**src/rtl/seg_display_scan.sv**
```systemverilog
// Four-digit common-anode seven-segment scanner for the level/score display.
// Latches one input snapshot per frame; handles leading-zero blanking and pause/adjust blinking.
module seg_display_scan #(
    parameter int REFRESH_DIV = 100000,
    parameter int BLINK_DIV   = 125
) (
    input  logic       clk,
    input  logic       rst,
    input  logic       unpaused,
    input  logic       adj,
    input  logic [3:0] level10,
    input  logic [3:0] level1,
    input  logic [3:0] score10,
    input  logic [3:0] score1,
    output logic [3:0] an,
    output logic [6:0] seg,
    output logic       dp,
    output logic       frame_done
);

    localparam int CW = (REFRESH_DIV > 1) ? $clog2(REFRESH_DIV) : 1;
    localparam int FW = (BLINK_DIV > 1) ? $clog2(BLINK_DIV) : 1;
    localparam logic [CW-1:0] CNT_LAST = CW'(REFRESH_DIV - 1);
    localparam logic [FW-1:0] FRM_LAST = FW'(BLINK_DIV - 1);

    function automatic logic [6:0] decode_bcd(input logic [3:0] d);
        logic [6:0] s;
        case (d)
            4'd0:    s = 7'b1000000;
            4'd1:    s = 7'b1111001;
            4'd2:    s = 7'b0100100;
            4'd3:    s = 7'b0110000;
            4'd4:    s = 7'b0011001;
            4'd5:    s = 7'b0010010;
            4'd6:    s = 7'b0000010;
            4'd7:    s = 7'b1111000;
            4'd8:    s = 7'b0000000;
            4'd9:    s = 7'b0010000;
            default: s = 7'b0111111;
        endcase
        return s;
    endfunction

    logic [CW-1:0] cnt_r;
    logic [1:0]    idx_r;
    logic [FW-1:0] frame_cnt_r;
    logic          blink_on_r;
    logic [3:0]    sh_level10_r;
    logic [3:0]    sh_level1_r;
    logic [3:0]    sh_score10_r;
    logic [3:0]    sh_score1_r;
    logic          sh_unpaused_r;
    logic          sh_adj_r;

    logic          digit_end_s;
    logic          snap_s;
    logic          frame_wrap_s;
    logic [3:0]    digit_s;
    logic          blink_blank_s;
    logic          lead_blank_s;
    logic [3:0]    an_next_s;
    logic [6:0]    seg_next_s;
    logic          dp_next_s;

    assign digit_end_s  = (cnt_r == CNT_LAST);
    assign snap_s       = digit_end_s && (idx_r == 2'd3);
    assign frame_wrap_s = (frame_cnt_r == FRM_LAST);

    // Refresh counter and digit index.
    always_ff @(posedge clk) begin
        if (rst) begin
            cnt_r <= '0;
            idx_r <= 2'd0;
        end else if (digit_end_s) begin
            cnt_r <= '0;
            idx_r <= idx_r + 2'd1;
        end else begin
            cnt_r <= cnt_r + CW'(1);
        end
    end

    // Frame snapshot of all inputs; display logic sees only these shadows.
    always_ff @(posedge clk) begin
        if (rst) begin
            sh_level10_r  <= 4'd0;
            sh_level1_r   <= 4'd0;
            sh_score10_r  <= 4'd0;
            sh_score1_r   <= 4'd0;
            sh_unpaused_r <= 1'b1;
            sh_adj_r      <= 1'b0;
        end else if (snap_s) begin
            sh_level10_r  <= level10;
            sh_level1_r   <= level1;
            sh_score10_r  <= score10;
            sh_score1_r   <= score1;
            sh_unpaused_r <= unpaused;
            sh_adj_r      <= adj;
        end else begin
            sh_level10_r  <= sh_level10_r;
            sh_level1_r   <= sh_level1_r;
            sh_score10_r  <= sh_score10_r;
            sh_score1_r   <= sh_score1_r;
            sh_unpaused_r <= sh_unpaused_r;
            sh_adj_r      <= sh_adj_r;
        end
    end

    // Blink phase advances on frame boundaries, independent of pause state.
    always_ff @(posedge clk) begin
        if (rst) begin
            frame_cnt_r <= '0;
            blink_on_r  <= 1'b1;
            frame_done  <= 1'b0;
        end else begin
            frame_done <= snap_s;
            if (snap_s && frame_wrap_s) begin
                frame_cnt_r <= '0;
                blink_on_r  <= ~blink_on_r;
            end else if (snap_s) begin
                frame_cnt_r <= frame_cnt_r + FW'(1);
                blink_on_r  <= blink_on_r;
            end else begin
                frame_cnt_r <= frame_cnt_r;
                blink_on_r  <= blink_on_r;
            end
        end
    end

    // Select the shadowed digit for the current index.
    always_comb begin
        digit_s = 4'd0;
        case (idx_r)
            2'd0:    digit_s = sh_score1_r;
            2'd1:    digit_s = sh_score10_r;
            2'd2:    digit_s = sh_level1_r;
            2'd3:    digit_s = sh_level10_r;
            default: digit_s = 4'd0;
        endcase
    end

    // Blank priority: blink-off, then leading zero, then normal decode.
    always_comb begin
        blink_blank_s = 1'b0;
        lead_blank_s  = 1'b0;
        an_next_s     = ~(4'b0001 << idx_r);
        seg_next_s    = 7'h7F;
        dp_next_s     = 1'b1;
        if (sh_adj_r) begin
            blink_blank_s = ~blink_on_r && (idx_r >= 2'd2);
        end else begin
            blink_blank_s = ~blink_on_r && ~sh_unpaused_r;
        end
        lead_blank_s = (idx_r == 2'd3) && (sh_level10_r == 4'd0);
        if (blink_blank_s || lead_blank_s) begin
            seg_next_s = 7'h7F;
        end else begin
            seg_next_s = decode_bcd(digit_s);
        end
        if ((idx_r == 2'd2) && !blink_blank_s) begin
            dp_next_s = 1'b0;
        end else begin
            dp_next_s = 1'b1;
        end
    end

    // Registered display drive.
    always_ff @(posedge clk) begin
        if (rst) begin
            an  <= 4'b1111;
            seg <= 7'h7F;
            dp  <= 1'b1;
        end else begin
            an  <= an_next_s;
            seg <= seg_next_s;
            dp  <= dp_next_s;
        end
    end

endmodule
```
**config.mk**
```make
export PLATFORM = sky130hd
export DESIGN_NAME = seg_display_scan
export DESIGN_NICKNAME = d
export VERILOG_FILES = /design/src/rtl/seg_display_scan.sv
export SDC_FILE = /design/constraint.sdc
export NUM_CORES = 1
export LEC_CHECK = 0
export CORE_UTILIZATION = 50
export CTS_CLUSTER_DIAMETER = 200
export DETAILED_ROUTE_END_ITERATION = 10
export PLACE_DENSITY = 0.73
export SETUP_SLACK_MARGIN = 0.4
export SYNTH_ARGS = -nofsm -noshare
export SYNTH_HDL_FRONTEND = slang
export SYNTH_SLANG_ARGS = --single-unit
```
**constraint.sdc**
```tcl
create_clock -name clk -period 2.46 [get_ports clk]
set_input_delay 0.492 -clock clk [delete_from_list [all_inputs] [get_ports clk]]
set_output_delay 0.492 -clock clk [all_outputs]
set_load 0.01 [all_outputs]
```
Word-level counts from Yosys, hierarchy flattened
Memories as Yosys holds them, arrays and structs flattened. A register that Yosys moved wholly into a read port is not among the register bits.
Cells that the tools add are included.
{"block": "totals", "register_bits": 51, "romBits": 112, "input_bits": 20, "out_inout_bits": 13, "word_cells": 43, "n_memories": 1}
{"memory": "(name not given)", "words": 16, "width": 7, "rd": 1, "rd_ports_with_merged_regs": 1, "wr": 0, "line_no": "28", "source": "case (d)"}
{"block": "classes", "addsub": 3, "order_cmp": 1, "eq_ne": 5, "shift": 1, "muxes": 3, "bitwise_logic": 3, "reduce_logical": 13}
{"op": "$add 17x1->17 const B", "count": 1}
{"op": "$eq 17x17->1 const B", "count": 1}
{"op": "$pmux 4 s4", "count": 1}
{"op": "$add 7x1->7 const B", "count": 1}
{"op": "$eq 7x7->1 const B", "count": 1}
{"op": "$logic_and 1x1->1", "count": 6}
{"op": "$reduce_or 2->1", "count": 3}
{"op": "$eq 2x2->1 const B", "count": 2}
{"op": "$logic_not 4->1", "count": 1}
{"op": "$not 4->4", "count": 1}
{"op": "$shl 1x2->4 const A", "count": 1}
{"op": "$add 2x1->2 const B", "count": 1}
{"op": "$eq 2x1->1 const B", "count": 1}
{"op": "$ge 2x2->1 const B", "count": 1}
{"op": "$logic_not 2->1", "count": 1}
{"op": "$mux 1", "count": 2}
{"op": "$not 1->1", "count": 2}
{"op": "$logic_not 1->1", "count": 1}
{"op": "$logic_or 1x1->1", "count": 1}

Logic depth before layout (Yosys ltp)
{"block": "logic_depth", "word_depth": 6, "ltp_mapped": 8}

Worst setup path before layout
No wires, ideal clock.
{"block": "synth_timing", "path_kind": "register to register", "start": "reg idx_r[1]", "end": "reg seg[1]", "t_arrival_ns": 1.740, "required_time_ns": 2.323, "setup_slack_ns": 0.583, "path_stages_with_launch": 9, "n_path_buf": 1, "period_less_slack_ns": 1.877, "cell_sequence": "dfxtp_1 -> ha_1 -> buf_2 -> a222oi_1 -> a21oi_1 -> inv_1 -> ha_1 -> a21oi_1 -> o21ai_0"}
{"block": "synth_via", "elab_chain_cells": 5}
{"item": "from (decl)", "line_no": "45", "source": "logic [1:0] idx_r;"}
{"item": "from (signal assigned)", "line_no": "76", "source": "idx_r <= idx_r + 2'd1;"}
{"item": "$ge 2x2->1", "line_no": "149", "source": "blink_blank_s = ~blink_on_r && (idx_r >= 2'd2);"}
{"item": "$logic_and 1x1->1", "line_no": "149"}
{"item": "$mux 1", "line_no": "148", "source": "if (sh_adj_r) begin"}
{"item": "$logic_or 1x1->1", "line_no": "154", "source": "if (blink_blank_s || lead_blank_s) begin"}
{"item": "$reduce_or 2->1 (no line)"}
{"item": "to (decl)", "line_no": "16", "source": "output logic [6:0] seg,"}
Parallel ways exist; a longest one is shown, timed or not.
A chain may end at the register's enable or synchronous reset.

Final worst setup path
{"block": "layout_timing", "start": "reg idx_r[1]", "end": "reg seg[3]"}
Same word-level chain as after synthesis.

==> key figures <==
GRT
  – Total global routing overflow: 0
  – GRT Overall Usage: around 21%
  – Largest net degree at the start of global routing: 30
  – First-pass GRT wire length: around 9000 µm
  – Vias in the first global route: 1986
  – Antenna violations before repair: 0

Synthesis
  – Fraction of registers with async set/reset: 0%
  – Mean post-synth cell area: slightly below 9 µm²
  – Syn nets: between 300 and 400
  – Synthesized instance count: 304
  – Cell variety after synth: 45
  – Post-synthesis sequential area ratio: between 40 and 50%
  – Dominant synthesized flop cell: dfxtp_1
  – Yosys reg bits: 58
  – Netlist Area Pre-Place: approximately 0.0027 mm²
  – Ys Warns: 0
  – Number of synthesized flops with an enable pin: 0

Timing
  – Period minus WS final: roughly 2 ns
  – Skew final: between 0.005 and 0.006 ns
  – RSZ-0062 raised after global routing: true
  – Worst slew pin tran: 0.4662 ns
  – Fin Setup TNS: 0 ns
  – Slew Viols, Final: 0
  – Slew margin rel.: 68.92%
  – Endpoints failing setup: 0
  – Final Hold Viols: 0
  – Peak Freq: between 400 and 500 MHz
  – Period utilisation layout: between 80% and 90%

Placed design
  – I/O Buffers: 32
  – DP HPWL: 3964 µm
  – GP Congestion: slightly below 0.8

Drt
  – Via-per-instance ratio: about 5.6
  – WL final: a little under 6000 µm
  – Total number of vias: 2324
  – DRC viols: 0
  – Final ANT Viol Nets: 0
  – Drt pass-1 iters: 5
  – Average wire per cell in the routed design: about 14 µm
  – DR iter-0 viols: between 150 and 200

Hold path
  – Origin of the worst min-delay path: cnt_r[0]
  – Hold path cells: 1
  – Hold WC Path Type: reg2reg
  – Hold Path End: cnt_r[0]

Power
  – Post-layout power: approximately 1.8 mW
  – LEAKAGE: between 1 and 1.5 nW
  – Pwr Density: roughly 550 mW/mm²
  – Worst VDD drop: about 0.37 mV

Setup path
  – Worst path slowest cell: a222oi_1
  – Cells along the critical path: inv_2 > ha_4 > a222oi_1 > mux2_4 > clkinvlp_4 > o21ai_1 > o2111ai_1
  – Largest stage delay, worst path: 0.41 ns
  – Crit path kind: reg2reg
  – Critical path required time: about 2.6 ns
  – Crit path arrival time: 2.22 ns
  – Crit. End Element: flop
  – Critical R2R Launch: idx_r[1]
  – Reg2reg end: seg[3]
  – Crit path max fanout: 7
  – R2R cell count: 7
  – R2r setup slk: between 0.4 and 0.5 ns
  – Worst Setup Start Kind: flop

Finish
  – Area grow syn2layout: 23.49%
  – Share of layout cells above drive strength 1: 14.24%
  – Final net count: 371
  – Antenna cells: 0

Floorplanning
  – Row cnt: 26
  – Initial Util: 52.53%
  – Die Wd: approximately 75 µm
  – Die Y: 75.49 µm
  – Die area: roughly 0.0057 mm²
  – CORE AREA: between 0.005 and 0.006 mm²
  – IO Pins: 33

Clock tree
  – Worst skew pair latency: ~0.33 ns
  – CTS tree: done
  – CTS Hold Buffers Added: 0
  – Clock slew at reported path FFs: roughly 0.060 ns
  – CTS Buf Count: 9
  – CTS sink count: 58
  – Clk root buf: clkbuf_8
  – Clock buffer depth: 2
  – H-Tree Depth: 3

Flow run
  – Max_cap viols: 0

Outcome
  – Outcome: complete, no violations
-- worst max-delay path by stage --
| stage | startpoint | endpoint | slack (ns) | cells after the start |
|---|---|---|---|---|
| global placement | idx_r[1] | seg[3] | 0.35 | 7 |
| detailed placement | idx_r[1] | seg[3] | 0.28 | 7 |
| floorplan | idx_r[1] | seg[1] | 0.58 | 8 |
| global route | idx_r[1] | seg[5] | 0.38 | 8 |
| finish | idx_r[1] | seg[3] | 0.42 | 7 |
| CTS | idx_r[1] | seg[5] | 0.42 | 8 |
-- synthesized netlist by cell type, types with 3 or more instances --
library cell	number	area [µm²]
a21oi_1	27	135.1
nand4_1	11	68.82
xnor2_1	6	52.55
dfxtp_1	58	1161
buf_6	4	45.04
inv_1	14	52.55
nand2_1	17	63.81
and4_1	3	26.28
xor2_1	6	52.55
and3_1	4	25.02
nor3_1	6	30.03
ha_1	11	137.6
buf_2	3	15.01
nand3_1	30	150.1
nor2b_1	4	25.02
o21ai_0	27	135.1
a31oi_1	4	25.02
a211oi_1	3	22.52
nor2_1	20	75.07
clkbuf_1	8	30.03
a222oi_1	4	40.04
-- sequential cells by signal (all words and copies together) (netlist names) --
register	cells
frame_cnt_r	7
idx_r	2
cnt_r	17
blink_on_r	1
sh_unpaused_r	1
dp	1
an	4
sh_level1_r	4
sh_score1_r	4
frame_done	1
sh_score10_r	4
seg	7
sh_adj_r	1
sh_level10_r	4
-- layer usage --
layer	GRT usage (%)	routed length [µm]
met5	0	0
met4	8.642	81
met3	5.556	293
met2	30.56	2633
met1	30.76	2805
-- cell type report --
class / count / area (µm²)
Clock buffer: 13 / 178.9
Clock inverter: 2 / 10.01
Fill cell: 465 / 1805
Inverter: 14 / 60.06
Multi-Input combinational cell: 214 / 1426
Sequential cell: 58 / 1169
Tap cell: 70 / 87.58
Timing Repair Buffer: 43 / 402.9
-- through the flow --
step	utilization [%]	area, µm²	hold WS, ns	setup slack [ns]	std cells
finish	64.87	3334	0.4655	0.4177	414
global route	64.87	3334	0.4903	0.3792	414
CTS	63.75	3277	0.4677	0.4183	413
detailed placement	59.64	3065	0.4534	0.2819	397
global placement	59.64	3065	0.4445	0.3503	397
floorplan	-	2700	0.4296	0.5833	304
-- cell usage in the layout, fill, tap and decap left out, types with 7 or more instances in the layout --
master,synthesis,layout
dfxtp_1,58,56
clkdlybuf4s50_1,0,32
nand3_1,30,30
a21oi_1,27,26
o21ai_0,27,25
nor2_1,20,20
nand2_1,17,17
clkbuf_8,0,13
nand4_1,11,11
buf_4,2,11
inv_1,14,9
ha_1,11,7
-- power by group --
| group | total [mW] | leakage (nW) | switching, mW | internal [mW] |
|---|---|---|---|---|
| combinational | 0.0759 | 0.542 | 0.0308 | 0.0450 |
| sequential | 0.953 | 0.472 | 0.00553 | 0.948 |
| clock | 0.820 | 0.101 | 0.354 | 0.466 |
-- critical path, delay by kind of cell (launching register included) --
| kind | cells | cell delay, ns |
|---|---|---|
| AOI/OAI and AO/OA | 3 | 0.85 |
| adders and majority gates | 1 | 0.18 |
| buffers and inverters | 2 | 0.21 |
| DFF | 1 | 0.39 |
| muxes | 1 | 0.26 |
-- logic make-up after synthesis --
group,after synthesis,share of synthesized area [%]
AO/OA/AOI/OAI,78,17.47
XOR/XNOR,12,3.892
multiplexers,3,1.205
adder cells (fa/ha/maj),11,5.097
AND/OR/NAND/NOR,110,23.31
buffers and inverters,32,6.024
flip-flops,58,43.00
-- repair_timing --
action                                  CTS  global route
buffers inserted                          1             1
endpoints found under the setup margin   10            20
pin swaps                                 1             2
resized for setup                         7            15
Power figures use the tool's default switching activity.
